<file path="config.mk">
export PLATFORM = sky130hd
export DESIGN_NAME = pipe_flush_ctrl
export DESIGN_NICKNAME = d
export VERILOG_FILES = /design/src/rtl/pipe_flush_ctrl_pkg.sv /design/src/rtl/pipe_flush_ctrl_stall_resolve.sv /design/src/rtl/pipe_flush_ctrl.sv
export SDC_FILE = /design/constraint.sdc
export NUM_CORES = 1
export LEC_CHECK = 0
export ABC_AREA = 1
export BUFFER_PORTS_ARGS = -buffer_cell sky130_fd_sc_hd__buf_2
export CAP_MARGIN = 20
export CORE_MARGIN = 1.5
export CORE_UTILIZATION = 45
export DETAILED_ROUTE_END_ITERATION = 8
export HOLD_SLACK_MARGIN = 0.06
export PLACE_DENSITY = 0.81
export SETUP_SLACK_MARGIN = 0.4
export SYNTH_ARGS = -nofsm -noshare
export SYNTH_HDL_FRONTEND = slang
export SYNTH_SLANG_ARGS = --single-unit
</file>
<file path="constraint.sdc">
create_clock -name clk -period 1.8 [get_ports clk]
set_input_delay 0.09 -clock clk [delete_from_list [all_inputs] [get_ports clk]]
set_output_delay 0.09 -clock clk [all_outputs]
set_load 0.01 [all_outputs]
</file>
<file path="src/rtl/pipe_flush_ctrl_pkg.sv">
// Shared types and constants for the pipeline flush/stall controller.
// State encodings, the ERET except_type code and the default exception vectors.
package pipe_flush_ctrl_pkg;

    typedef enum logic [1:0] {
        FLUSH_IDLE  = 2'd0,
        FLUSH_HOLD  = 2'd1,
        FLUSH_REDIR = 2'd2
    } flush_state_e;

    localparam logic [31:0] ERET_CODE_DEF = 32'h0000_000e;
    localparam logic [31:0] VEC_BEV1_DEF  = 32'hbfc0_0380;
    localparam logic [31:0] VEC_BEV0_DEF  = 32'h8000_0180;

endpackage

</file>
<file path="src/rtl/pipe_flush_ctrl_stall_resolve.sv">
// Per-stage stall resolution: a request at stage j holds stage j and every
// lower-index (older-in-pipe) stage; a kill masks the whole vector.
module pipe_flush_ctrl_stall_resolve #(
    parameter int NUM_STAGES = 5
) (
    input  logic [NUM_STAGES-1:0] i_stall_req,
    input  logic                  i_kill,
    output logic [NUM_STAGES-1:0] o_stall
);

    genvar g;
    generate
        for (g = 0; g < NUM_STAGES; g++) begin : g_stage
            assign o_stall[g] = ~i_kill & (|i_stall_req[NUM_STAGES-1:g]);
        end
    endgenerate

endmodule

</file>
<file path="src/rtl/pipe_flush_ctrl.sv">
// Pipeline flush controller: flushes on a committed exception/ERET, holds the
// flush for FLUSH_CYCLES, then offers the redirect PC to fetch via valid/ready.
module pipe_flush_ctrl
    import pipe_flush_ctrl_pkg::*;
#(
    parameter int          NUM_STAGES   = 5,
    parameter int          EXC_W        = 32,
    parameter int          ADDR_W       = 32,
    parameter logic [31:0] ERET_CODE    = ERET_CODE_DEF,
    parameter logic [31:0] VEC_BEV1     = VEC_BEV1_DEF,
    parameter logic [31:0] VEC_BEV0     = VEC_BEV0_DEF,
    parameter int          FLUSH_CYCLES = 1
) (
    input  logic                  clk,
    input  logic                  resetn,
    input  logic [EXC_W-1:0]      except_type_cp0,
    input  logic [ADDR_W-1:0]     cp0_epc,
    input  logic                  cp0_status_bev,
    input  logic [NUM_STAGES-1:0] stall_req,
    output logic                  flush,
    output logic [NUM_STAGES-1:0] stall,
    output logic                  redirect_valid,
    input  logic                  redirect_ready,
    output logic [ADDR_W-1:0]     new_pc,
    output logic                  busy
);

    localparam int CNT_W = $clog2(FLUSH_CYCLES + 1);
    localparam logic [CNT_W-1:0] HOLD_INIT = CNT_W'(FLUSH_CYCLES - 1);

    flush_state_e      r_state, w_state_nxt;
    logic [CNT_W-1:0]  r_cnt, w_cnt_nxt;
    logic [ADDR_W-1:0] r_new_pc, w_target;
    logic              w_exc, w_is_eret, w_capture, w_flush, w_rv;

    assign w_exc     = |except_type_cp0;
    assign w_is_eret = (except_type_cp0 == EXC_W'(ERET_CODE));
    assign w_target  = w_is_eret      ? cp0_epc :
                       cp0_status_bev ? ADDR_W'(VEC_BEV1) : ADDR_W'(VEC_BEV0);

    // Outputs are gated by resetn so a held reset shows quiet outputs even
    // though flush/stall are otherwise combinational on the inputs.
    always_comb begin
        w_state_nxt = r_state;
        w_cnt_nxt   = r_cnt;
        w_flush     = 1'b0;
        w_rv        = 1'b0;
        w_capture   = 1'b0;
        if (resetn) begin
            case (r_state)
                FLUSH_IDLE: begin
                    if (w_exc) begin
                        w_flush   = 1'b1;
                        w_capture = 1'b1;
                        if (FLUSH_CYCLES > 1) begin
                            w_state_nxt = FLUSH_HOLD;
                            w_cnt_nxt   = HOLD_INIT;
                        end else begin
                            w_state_nxt = FLUSH_REDIR;
                        end
                    end
                end
                FLUSH_HOLD: begin
                    w_flush = 1'b1;
                    if (r_cnt <= CNT_W'(1)) begin
                        w_state_nxt = FLUSH_REDIR;
                        w_cnt_nxt   = '0;
                    end else begin
                        w_cnt_nxt = r_cnt - CNT_W'(1);
                    end
                end
                FLUSH_REDIR: begin
                    w_flush = 1'b1;
                    w_rv    = 1'b1;
                    if (redirect_ready) w_state_nxt = FLUSH_IDLE;
                end
                default: begin
                    w_state_nxt = FLUSH_IDLE;
                    w_cnt_nxt   = '0;
                end
            endcase
        end
    end

    always_ff @(posedge clk or negedge resetn) begin
        if (!resetn) begin
            r_state  <= FLUSH_IDLE;
            r_cnt    <= '0;
            r_new_pc <= '0;
        end else begin
            r_state <= w_state_nxt;
            r_cnt   <= w_cnt_nxt;
            if (w_capture) r_new_pc <= w_target;
        end
    end

    pipe_flush_ctrl_stall_resolve #(
        .NUM_STAGES (NUM_STAGES)
    ) u_stall_resolve (
        .i_stall_req (stall_req),
        .i_kill      (w_flush | ~resetn),
        .o_stall     (stall)
    );

    assign flush          = w_flush;
    assign redirect_valid = w_rv;
    assign new_pc         = r_new_pc;
    assign busy           = (r_state != FLUSH_IDLE);

endmodule
</file>
==> flow_summary_export.csv <==
group,metric,value,unit
timing,hold_slack,-100,ps
die,coreArea,4380,µm²
clock_tree,clkSinkCount,33,
run,drv_cap,0,
layout,fin_area,2770,µm²
synthesis,ys_top_cells_by_area,"dfrtp_1 (40%), nand2_1 (24%), inv_1 (9.8%)",
route,routed.top_layer,"met4",
timing,finalSetupTns,0,ps
timing,setup_viol,0,
synthesis,syn_nets,377,
clock_tree,path_clk_slew,60,ps
layout,multiInputGateArea,941,µm²
timing,tightest_slew,429,ps
die,start_util,47.1,%
min_path,hold_path.class,"input port to async pin",
global_route,grt-ovfl-total,0,
die,fp.dieH,70.7,µm
placed_design,portBuffers,112,
route,vias,2120,
clock_tree,cts_made_buffers,5,
layout,nFillCells,410,
critical_path,cp_max_fo,4,
synthesis,ys_warn_count,0,
timing,skew,1.66,ps
placed_design,dpl_cell_area,2640,µm²
timing,drv_slew,0,
global_route,antenna_found_initial,0,
synthesis,syn_avg_cell_area,6.79,µm²
critical_path,start_kind,"flip-flop",
route,viasPerCell,4.45,
placed_design,dp_slack,231,ps
route,initialDrtViolationCount,93,
clock_tree,cts_tree,"built",
die,floorplan.rows,24,
timing,relSlewSlack,71.4,%
synthesis,synth_cells,304,
synthesis,synth_area,2060,µm²
critical_path,cp-end-kind,"output pin",
synthesis,ys_types,17,
clock_tree,clk_latency,270,ps
placed_design,dpl.hpwl,3670,µm
timing,max_freq,751,MHz
timing,hold_violations,33,
timing,fin_ws,468,ps
synthesis,synth.top_cell.area_share,40.0,%
layout,postLayoutCoreUtil,63.2,%
synthesis,synth_top_area_cell,"dfrtp_1",
power,leakagePower,0.00186,µW
layout,final_common_cell,"nand2_1",
global_route,grt_pass1_vias,2043,
synthesis,ys_seq_area_share,40.0,%
die,die_x,70.7,µm
clock_tree,cts-htree-levels,2,
route,dr_wl_met2,2400,µm
layout,diodes,0,
layout,final_nets,496,
global_route,grt_pass1_wl,8350,µm
die,dieArea,5000,µm²
outcome,status,"finished, violations left",
critical_path,worstSetupPathType,"flip-flop to output pin",
placed_design,place.gp.congestion,0.769,
timing,rsz0062_at_grt,"true",
outcome,violations,"negative hold slack",
route,firstDrtPassIters,4,
route,wl_met3,240,µm
power,power_density,714,nW/µm²
clock_tree,root_buffer,"clkbuf_8",
route,drc_errors,0,
global_route,grt_max_degree,36,
route,routed_wl,4820,µm
critical_path,critical_path_required,1710,ps
synthesis,ys_ff_latch,33,
layout,layout-drive-gt1-share,38.7,%
layout,area_growth,34.4,%
clock_tree,cts_max_path_buffers,2,
layout,final_cell_mix,"nand2_1 (132), buf_2 (112), inv_1 (54)",
layout,seq_area,826,µm²
global_route,grt_usage,20.3,%
die,ios,113,
route,ant_nets,0,
timing,period_minus_slack,1330,ps
timing,fin_crit_sh,74.0,%
route,drt-wirelength-per-cell,10.1,µm
critical_path,arrival,1240,ps
route,met1_length,2110,µm
power,vdd_ir_drop_max,408,µV
==> layer usage <==
layer | GRT usage, % | up-vias
li1 | - | 1109
met1 | 24.5 | 943
met2 | 36.8 | 60
met3 | 4.27 | 8
met4 | 5.45 | 0
met5 | 0 | -
==> cells in the mapped netlist <==
library cell and number:
clkinv_1 1, nor2_8 2, nor2_4 1, nand3_1 15, inv_2 2, dfrtp_1 33
nand2_4 1, buf_6 8, inv_1 54, o211ai_1 1, nor2_2 23, nor2_1 22
nand2_1 133, o21ai_4 1, nand2_2 5, o21ai_1 1, nor3_2 1
==> flip-flops by register name, indices dropped and copies added (netlist names) <==
register,flops
new_pc,32
r_state,1
==> critical path, cell delays in order (launching register included) <==
cell and delay, ps:
dfrtp_1 410, nor2_2 120, buf_6 130, o211ai_1 110, nand2_1 70, buf_2 120
==> repair_timing <==
item | 4_1_cts | 5_1_grt
endpoints found under the setup margin | 31 | 21
endpoints found under the hold margin | 33 | 33
setup buffers | 0 | 3
pin swaps | 0 | 4
gates resized for setup | 1 | 2
==> cell type report <==
| class | instances | share of cell area (%) |
|---|---|---|
| flip-flops and latches | 33 | 29.8 |
| clock inverters | 2 | 0.361 |
| well taps | 52 | 2.35 |
| inverters | 57 | 7.72 |
| multi-input cells | 206 | 33.9 |
| repair buffers | 120 | 23.2 |
| clock buffers | 6 | 2.62 |
==> per-stage QoR <==
step	instances	total power [µW]
global route	476	2110
global placement	464	1420
finish	476	1980
CTS	473	1980
floorplan	304	1210
detailed placement	465	1450
==> kinds of logic (layout without fill, tap and decap cells) <==
group                  count (synthesis)  after routing  synth area share (%)
AND/OR/NAND/NOR                      203            203                  43.8
buffers and inverters                 65            185                  14.7
flip-flops                            33             33                  40.0
AO/OA/AOI/OAI                          3              3                  1.39
==> final timing paths <==
check,from,endpoint,slack (ps),depth (start not counted)
min in group clk,redirect_ready,r_state[1],70,4
worst max register to register,r_state[1],new_pc[20],570,6
max in group asynchronous,resetn,r_state[1],1600,2
worst max-delay path,r_state[1],stall[0],470,5
worst min register to register,new_pc[13],new_pc[13],470,2
worst min-delay path,resetn,new_pc[26],-100,2
==> report_power, final <==
part	switching (µW)	total (µW)	leakage [µW]	internal [µW]
Sequential	58.0	899	0.000436	841
Combinational	315	555	0.00138	240
Clock	256	524	0.0000450	268
Total	630	1980	0.00186	1350
Power figures use the tool's default switching activity.
